`config.mk`:
```
export PLATFORM = sky130hd
export DESIGN_NAME = alu_share_arbiter
export DESIGN_NICKNAME = d
export VERILOG_FILES = /design/src/rtl/alu_pkg.sv /design/src/rtl/alu_share_arbiter_rr_arb2.sv /design/src/rtl/alu_share_arbiter.sv
export SDC_FILE = /design/constraint.sdc
export NUM_CORES = 1
export LEC_CHECK = 0
export ABC_AREA = 1
export BUFFER_PORTS_ARGS = -buffer_cell sky130_fd_sc_hd__buf_2
export CORE_AREA = 2 2 117 119
export DETAILED_ROUTE_END_ITERATION = 16
export DIE_AREA = 0 0 119 121
export PLACE_DENSITY = 0.56
export SLEW_MARGIN = 20
export SYNTH_ARGS = -nofsm -noshare
export SYNTH_HDL_FRONTEND = slang
export SYNTH_SLANG_ARGS = --single-unit
```
`constraint.sdc`:
```
create_clock -name clk -period 2.2 [get_ports clk]
set_clock_uncertainty 0.2 [all_clocks]
set_input_delay 0.33 -clock clk [delete_from_list [all_inputs] [get_ports clk]]
set_output_delay 0.33 -clock clk [all_outputs]
set_load 0.01 [all_outputs]
```
`src/rtl/alu_pkg.sv`:
```
// Opcode map and FSM encoding shared by the ALU arbiter and its helpers.
// Only the seven opcodes listed here are implemented by the downstream ALU.
package alu_pkg;

    localparam logic [3:0] ALU_AND = 4'd0;
    localparam logic [3:0] ALU_OR  = 4'd1;
    localparam logic [3:0] ALU_ADD = 4'd2;
    localparam logic [3:0] ALU_SUB = 4'd6;
    localparam logic [3:0] ALU_SLT = 4'd7;
    localparam logic [3:0] ALU_NOR = 4'd12;
    localparam logic [3:0] ALU_SLL = 4'd13;

    typedef enum logic {
        ST_IDLE = 1'b0,
        ST_RESP = 1'b1
    } state_e;

    // Takes a zero-extended opcode so callers with any OPW <= 32 can use it.
    function automatic logic op_is_legal(input logic [31:0] op);
        logic legal;
        legal = 1'b0;
        case (op)
            32'(ALU_AND), 32'(ALU_OR), 32'(ALU_ADD), 32'(ALU_SUB),
            32'(ALU_SLT), 32'(ALU_NOR), 32'(ALU_SLL): legal = 1'b1;
            default: legal = 1'b0;
        endcase
        return legal;
    endfunction

endpackage

```
`src/rtl/alu_share_arbiter_rr_arb2.sv`:
```
// Two-way round-robin grant: a lone requester always wins, a tie goes to prio.
// Purely combinational; the prio register lives in the parent.
module rr_arb2 (
    input  logic [1:0] req,
    input  logic       prio,
    output logic       gnt_valid,
    output logic       gnt_idx
);

    always_comb begin
        gnt_valid = |req;
        gnt_idx   = 1'b0;
        case (req)
            2'b01:   gnt_idx = 1'b0;
            2'b10:   gnt_idx = 1'b1;
            2'b11:   gnt_idx = prio;
            default: gnt_idx = 1'b0;
        endcase
    end

endmodule

```
`src/rtl/alu_share_arbiter.sv`:
```
// Shares one combinational ALU between the datapath (req0) and the branch unit (req1).
// One operation is in flight at a time; its result is registered and held until acknowledged.
module alu_share_arbiter
    import alu_pkg::*;
#(
    parameter int WIDTH = 32,
    parameter int OPW   = 4
) (
    input  logic             clk,
    input  logic             reset,
    input  logic [1:0]       req_valid,
    output logic [1:0]       req_ready,
    input  logic [OPW-1:0]   req0_op,
    input  logic [OPW-1:0]   req1_op,
    input  logic [WIDTH-1:0] req0_a,
    input  logic [WIDTH-1:0] req0_b,
    input  logic [WIDTH-1:0] req1_a,
    input  logic [WIDTH-1:0] req1_b,
    input  logic [4:0]       req0_shamt,
    input  logic [4:0]       req1_shamt,
    output logic [1:0]       rsp_valid,
    input  logic [1:0]       rsp_ready,
    output logic [WIDTH-1:0] rsp_result,
    output logic             rsp_zero,
    output logic             rsp_err,
    output logic [OPW-1:0]   alu_ctrl,
    output logic [WIDTH-1:0] alu_a,
    output logic [WIDTH-1:0] alu_b,
    output logic [4:0]       alu_shamt,
    input  logic [WIDTH-1:0] alu_result,
    input  logic             alu_zero,
    output state_e           dbg_state,
    output logic             dbg_prio
);

    // Handshakes: a transfer happens on a clock edge where valid and ready are both high.
    // req_ready depends only on req_valid, registered state and reset (never on rsp_ready);
    // rsp_valid[g] stays high with rsp_* frozen until rsp_ready[g], other rsp_ready bit ignored.

    state_e           state_q, state_d;
    logic             prio_q, prio_d;
    logic             owner_q, owner_d;
    logic [1:0]       rsp_valid_q, rsp_valid_d;
    logic [WIDTH-1:0] rsp_result_q, rsp_result_d;
    logic             rsp_zero_q, rsp_zero_d;
    logic             rsp_err_q, rsp_err_d;

    logic gnt_valid;
    logic gnt_idx;
    logic gnt_go;

    rr_arb2 u_arb (
        .req       (req_valid),
        .prio      (prio_q),
        .gnt_valid (gnt_valid),
        .gnt_idx   (gnt_idx)
    );

    assign gnt_go = (state_q == ST_IDLE) && gnt_valid && !reset;

    always_comb begin
        alu_ctrl  = '0;
        alu_a     = '0;
        alu_b     = '0;
        alu_shamt = '0;
        req_ready = 2'b00;
        if (gnt_go) begin
            if (gnt_idx) begin
                alu_ctrl  = req1_op;
                alu_a     = req1_a;
                alu_b     = req1_b;
                alu_shamt = req1_shamt;
                req_ready = 2'b10;
            end else begin
                alu_ctrl  = req0_op;
                alu_a     = req0_a;
                alu_b     = req0_b;
                alu_shamt = req0_shamt;
                req_ready = 2'b01;
            end
        end
    end

    always_comb begin
        state_d      = state_q;
        prio_d       = prio_q;
        owner_d      = owner_q;
        rsp_valid_d  = rsp_valid_q;
        rsp_result_d = rsp_result_q;
        rsp_zero_d   = rsp_zero_q;
        rsp_err_d    = rsp_err_q;
        case (state_q)
            ST_IDLE: begin
                if (gnt_go) begin
                    rsp_result_d = alu_result;
                    rsp_zero_d   = alu_zero;
                    // Illegal ops still run through the ALU; only the flag marks them.
                    rsp_err_d    = !op_is_legal(32'(alu_ctrl));
                    rsp_valid_d  = gnt_idx ? 2'b10 : 2'b01;
                    prio_d       = ~gnt_idx;
                    owner_d      = gnt_idx;
                    state_d      = ST_RESP;
                end
            end
            ST_RESP: begin
                if (rsp_ready[owner_q]) begin
                    rsp_valid_d = 2'b00;
                    state_d     = ST_IDLE;
                end
            end
            default: state_d = ST_IDLE;
        endcase
    end

    always_ff @(posedge clk) begin
        if (reset) begin
            state_q      <= ST_IDLE;
            prio_q       <= 1'b0;
            owner_q      <= 1'b0;
            rsp_valid_q  <= 2'b00;
            rsp_result_q <= '0;
            rsp_zero_q   <= 1'b0;
            rsp_err_q    <= 1'b0;
        end else begin
            state_q      <= state_d;
            prio_q       <= prio_d;
            owner_q      <= owner_d;
            rsp_valid_q  <= rsp_valid_d;
            rsp_result_q <= rsp_result_d;
            rsp_zero_q   <= rsp_zero_d;
            rsp_err_q    <= rsp_err_d;
        end
    end

    assign rsp_valid  = rsp_valid_q;
    assign rsp_result = rsp_result_q;
    assign rsp_zero   = rsp_zero_q;
    assign rsp_err    = rsp_err_q;
    assign dbg_state  = state_q;
    assign dbg_prio   = prio_q;

endmodule

```
==> reports/results.tsv <==
metric	value	unit
drc	0	
p_per_area	578	nW/um2
grt-ovfl-total	0	
hold_path_class	input pin to flip-flop	
period_needed	2.18	ns
grt_usage	16.2	%
postRouteAntennaNets	0	
max_freq	458	MHz
synth-main-ff-cell	dfxtp_1	
cp_data_arrival_time	1.65	ns
p_leak	2.54	nW
syn_to_final_growth	99.5	%
crit_cells	9	
htreeDepth	2	
irDropWorstVdd	0.000296	V
cp_max_fo	6	
hold_depth	3	
cts_num_sinks	39	
finalWirelength	13000	um
ys_seq_area_share	34.3	%
crit_top_cell	nor2_8	
clk_pin_slew_worst_paths	0.06	ns
core	13100	um2
antenna_found_initial	3	
async_flop_share	0	%
syn_inst	292	
hold_violations	0	
grt_pass1_vias	3063	
dr.pass1.iters	4	
worstMarginPinSlew	0.388	ns
worst-path-buf-inv	5	
synth_area	2280	um2
num_rows	42	
wl_per_cell	16.6	um
r2r_cells	8	
relSlewSlack	74.1	%
grt_max_degree	47	
chipWidth	119	um
outcome	finished, final reports clean	
cap_violations	0	
required	1.67	ns
start_util	17.4	%
slowest_stage	dfxtp_4	
dieArea	14400	um2
dpl.hpwl	10100	um
io_pins	298	
tritoncts	built	
finalCritPeriodShare	99.3	%
grt_pass1_wl	17800	um
cts_buffers	5	
synth-seq-cells	39	
place_area	3940	um2
gp_congestion	0.902	
yosysUniqueCellTypes	22	
vias	3381	
syn_area_per_cell	7.79	um2
clk_latency	0.27	ns
slowest_delay	0.35	ns
routed_via_density	4.32	
final_area	4540	um2
drtIter0Drc	171	
clockBufferDepth	2	
cts_root_buf	clkbuf_16	
die_h	121	um
maxSlewViolCount	0	
yosysWarnings	0	
whs	0.0487	ns
startpoint_type	flip-flop	
nFillCells	1399	
crit_chain	inv_2 -> nand2_4 -> nor2_8 -> inv_6 -> nor2_8 -> buf_6 -> clkbuf_16 -> a22o_1 -> buf_2	
rsz0062_at_grt	yes	
synth-edff-count	0	
drive_gt1_share	57.9	%
cp-end-kind	output port	
syn-num-nets	477	
cp_top_family	buffers and inverters	
finalSetupViolCount	0	
fin_nets	789	
io_buffers	297	
critical_path_class	flip-flop to output port	
-- placed cells by master (no fill, tap or decap), drive strengths merged --
cell	synthesis	layout
a21oi	6	6
a22o	69	69
a31oi	1	1
buf	17	324
bufinv	0	2
clkbuf	7	11
dfxtp	39	39
diode	0	2
inv	13	13
nand2	90	90
nand3	8	8
nand3b	1	1
nand4	1	1
nor2	6	6
o21ai	33	33
o31ai	1	1
-- repair_timing --
item	CTS	global route
setup buffers	3	12
gates cloned	2	7
gates resized for setup	7	16
pin swaps	1	6
endpoints found under the setup margin	64	49
hold buffers	0	0
-- power by group --
group | internal [mW] | switching (mW) | leakage, nW
clock network | 0.650 | 0.279 | 0.0911
registers | 0.774 | 0.0327 | 0.325
logic | 0.456 | 0.433 | 2.12
total | 1.88 | 0.745 | 2.54
-- tightest hold or removal path, stage by stage --
cell,delay [ns]
buf_2,0.07
nand2_1,0.04
o21ai_0,0.05
-- registers in the layout, indices dropped and copies added (netlist names) --
signal,count
rsp_zero,1
owner_q,1
dbg_state,1
dbg_prio,1
rsp_err,1
rsp_result,32
rsp_valid,2
-- cell usage after synthesis, types with 2 or more instances --
master    number  share of area, %
o21ai_0       33               7.3
buf_2          9               2.0
a22o_1        69                27
a21oi_1        6               1.3
dfxtp_1       39                34
clkbuf_1       7               1.2
buf_6          8               4.0
inv_1         11               1.8
nand3_1        7               1.5
nor2_1         3              0.49
nand2_1       88                15
nor2_8         2               1.8
-- layout make-up --
cell class / count / area [um2] / share of cell area (%)
Timing Repair Buffer: 329 / 1990 / 43.8
Multi-Input combinational cell: 216 / 1300 / 28.6
Sequential cell: 39 / 786 / 17.3
Tap cell: 176 / 220 / 4.85
Clock buffer: 6 / 129 / 2.84
Clock inverter: 2 / 60.1 / 1.32
Inverter: 13 / 53.8 / 1.18
Antenna cell: 2 / 5.00 / 0.110
-- layer usage --
metal  up-vias  part of all wire, %  track usage, %
li1       1662                    -               -
met1      1505                   43            20.6
met2       188                   46            25.6
met3        24                  9.3            5.59
met4         2                  2.1            5.21
met5         -                 0.10               0
-- worst paths after layout --
check,end,slack (ns),startpoint
setup / recovery,alu_a[23],0.02,dbg_state
hold / removal,rsp_result[21],0.05,alu_result[21]
setup reg to reg,rsp_valid[1],0.33,dbg_state
hold reg to reg,rsp_valid[0],0.26,rsp_valid[0]
-- metrics by stage --
stage,setup slack (ns),utilization (%),std cells,TNS [ns],total power [mW]
4_1_cts,0.00245,32.5,763,0,2.56
3_3_place_gp,0.138,30.1,750,0,1.59
3_5_place_dp,0.113,30.1,750,0,1.59
5_1_grt,-0.0589,34.7,783,-2.15,2.76
6_report,0.0150,34.7,783,0,2.63
2_1_floorplan,0.391,-,292,0,1.20
-- logic make-up after synthesis --
logic type	synth area share, %
AOI/OAI and AO/OA	35.7
and+or+nand+nor	20.6
DFF	34.3
buffers and inverters	9.35
Note: power is estimated with default switching activity, not from simulation.
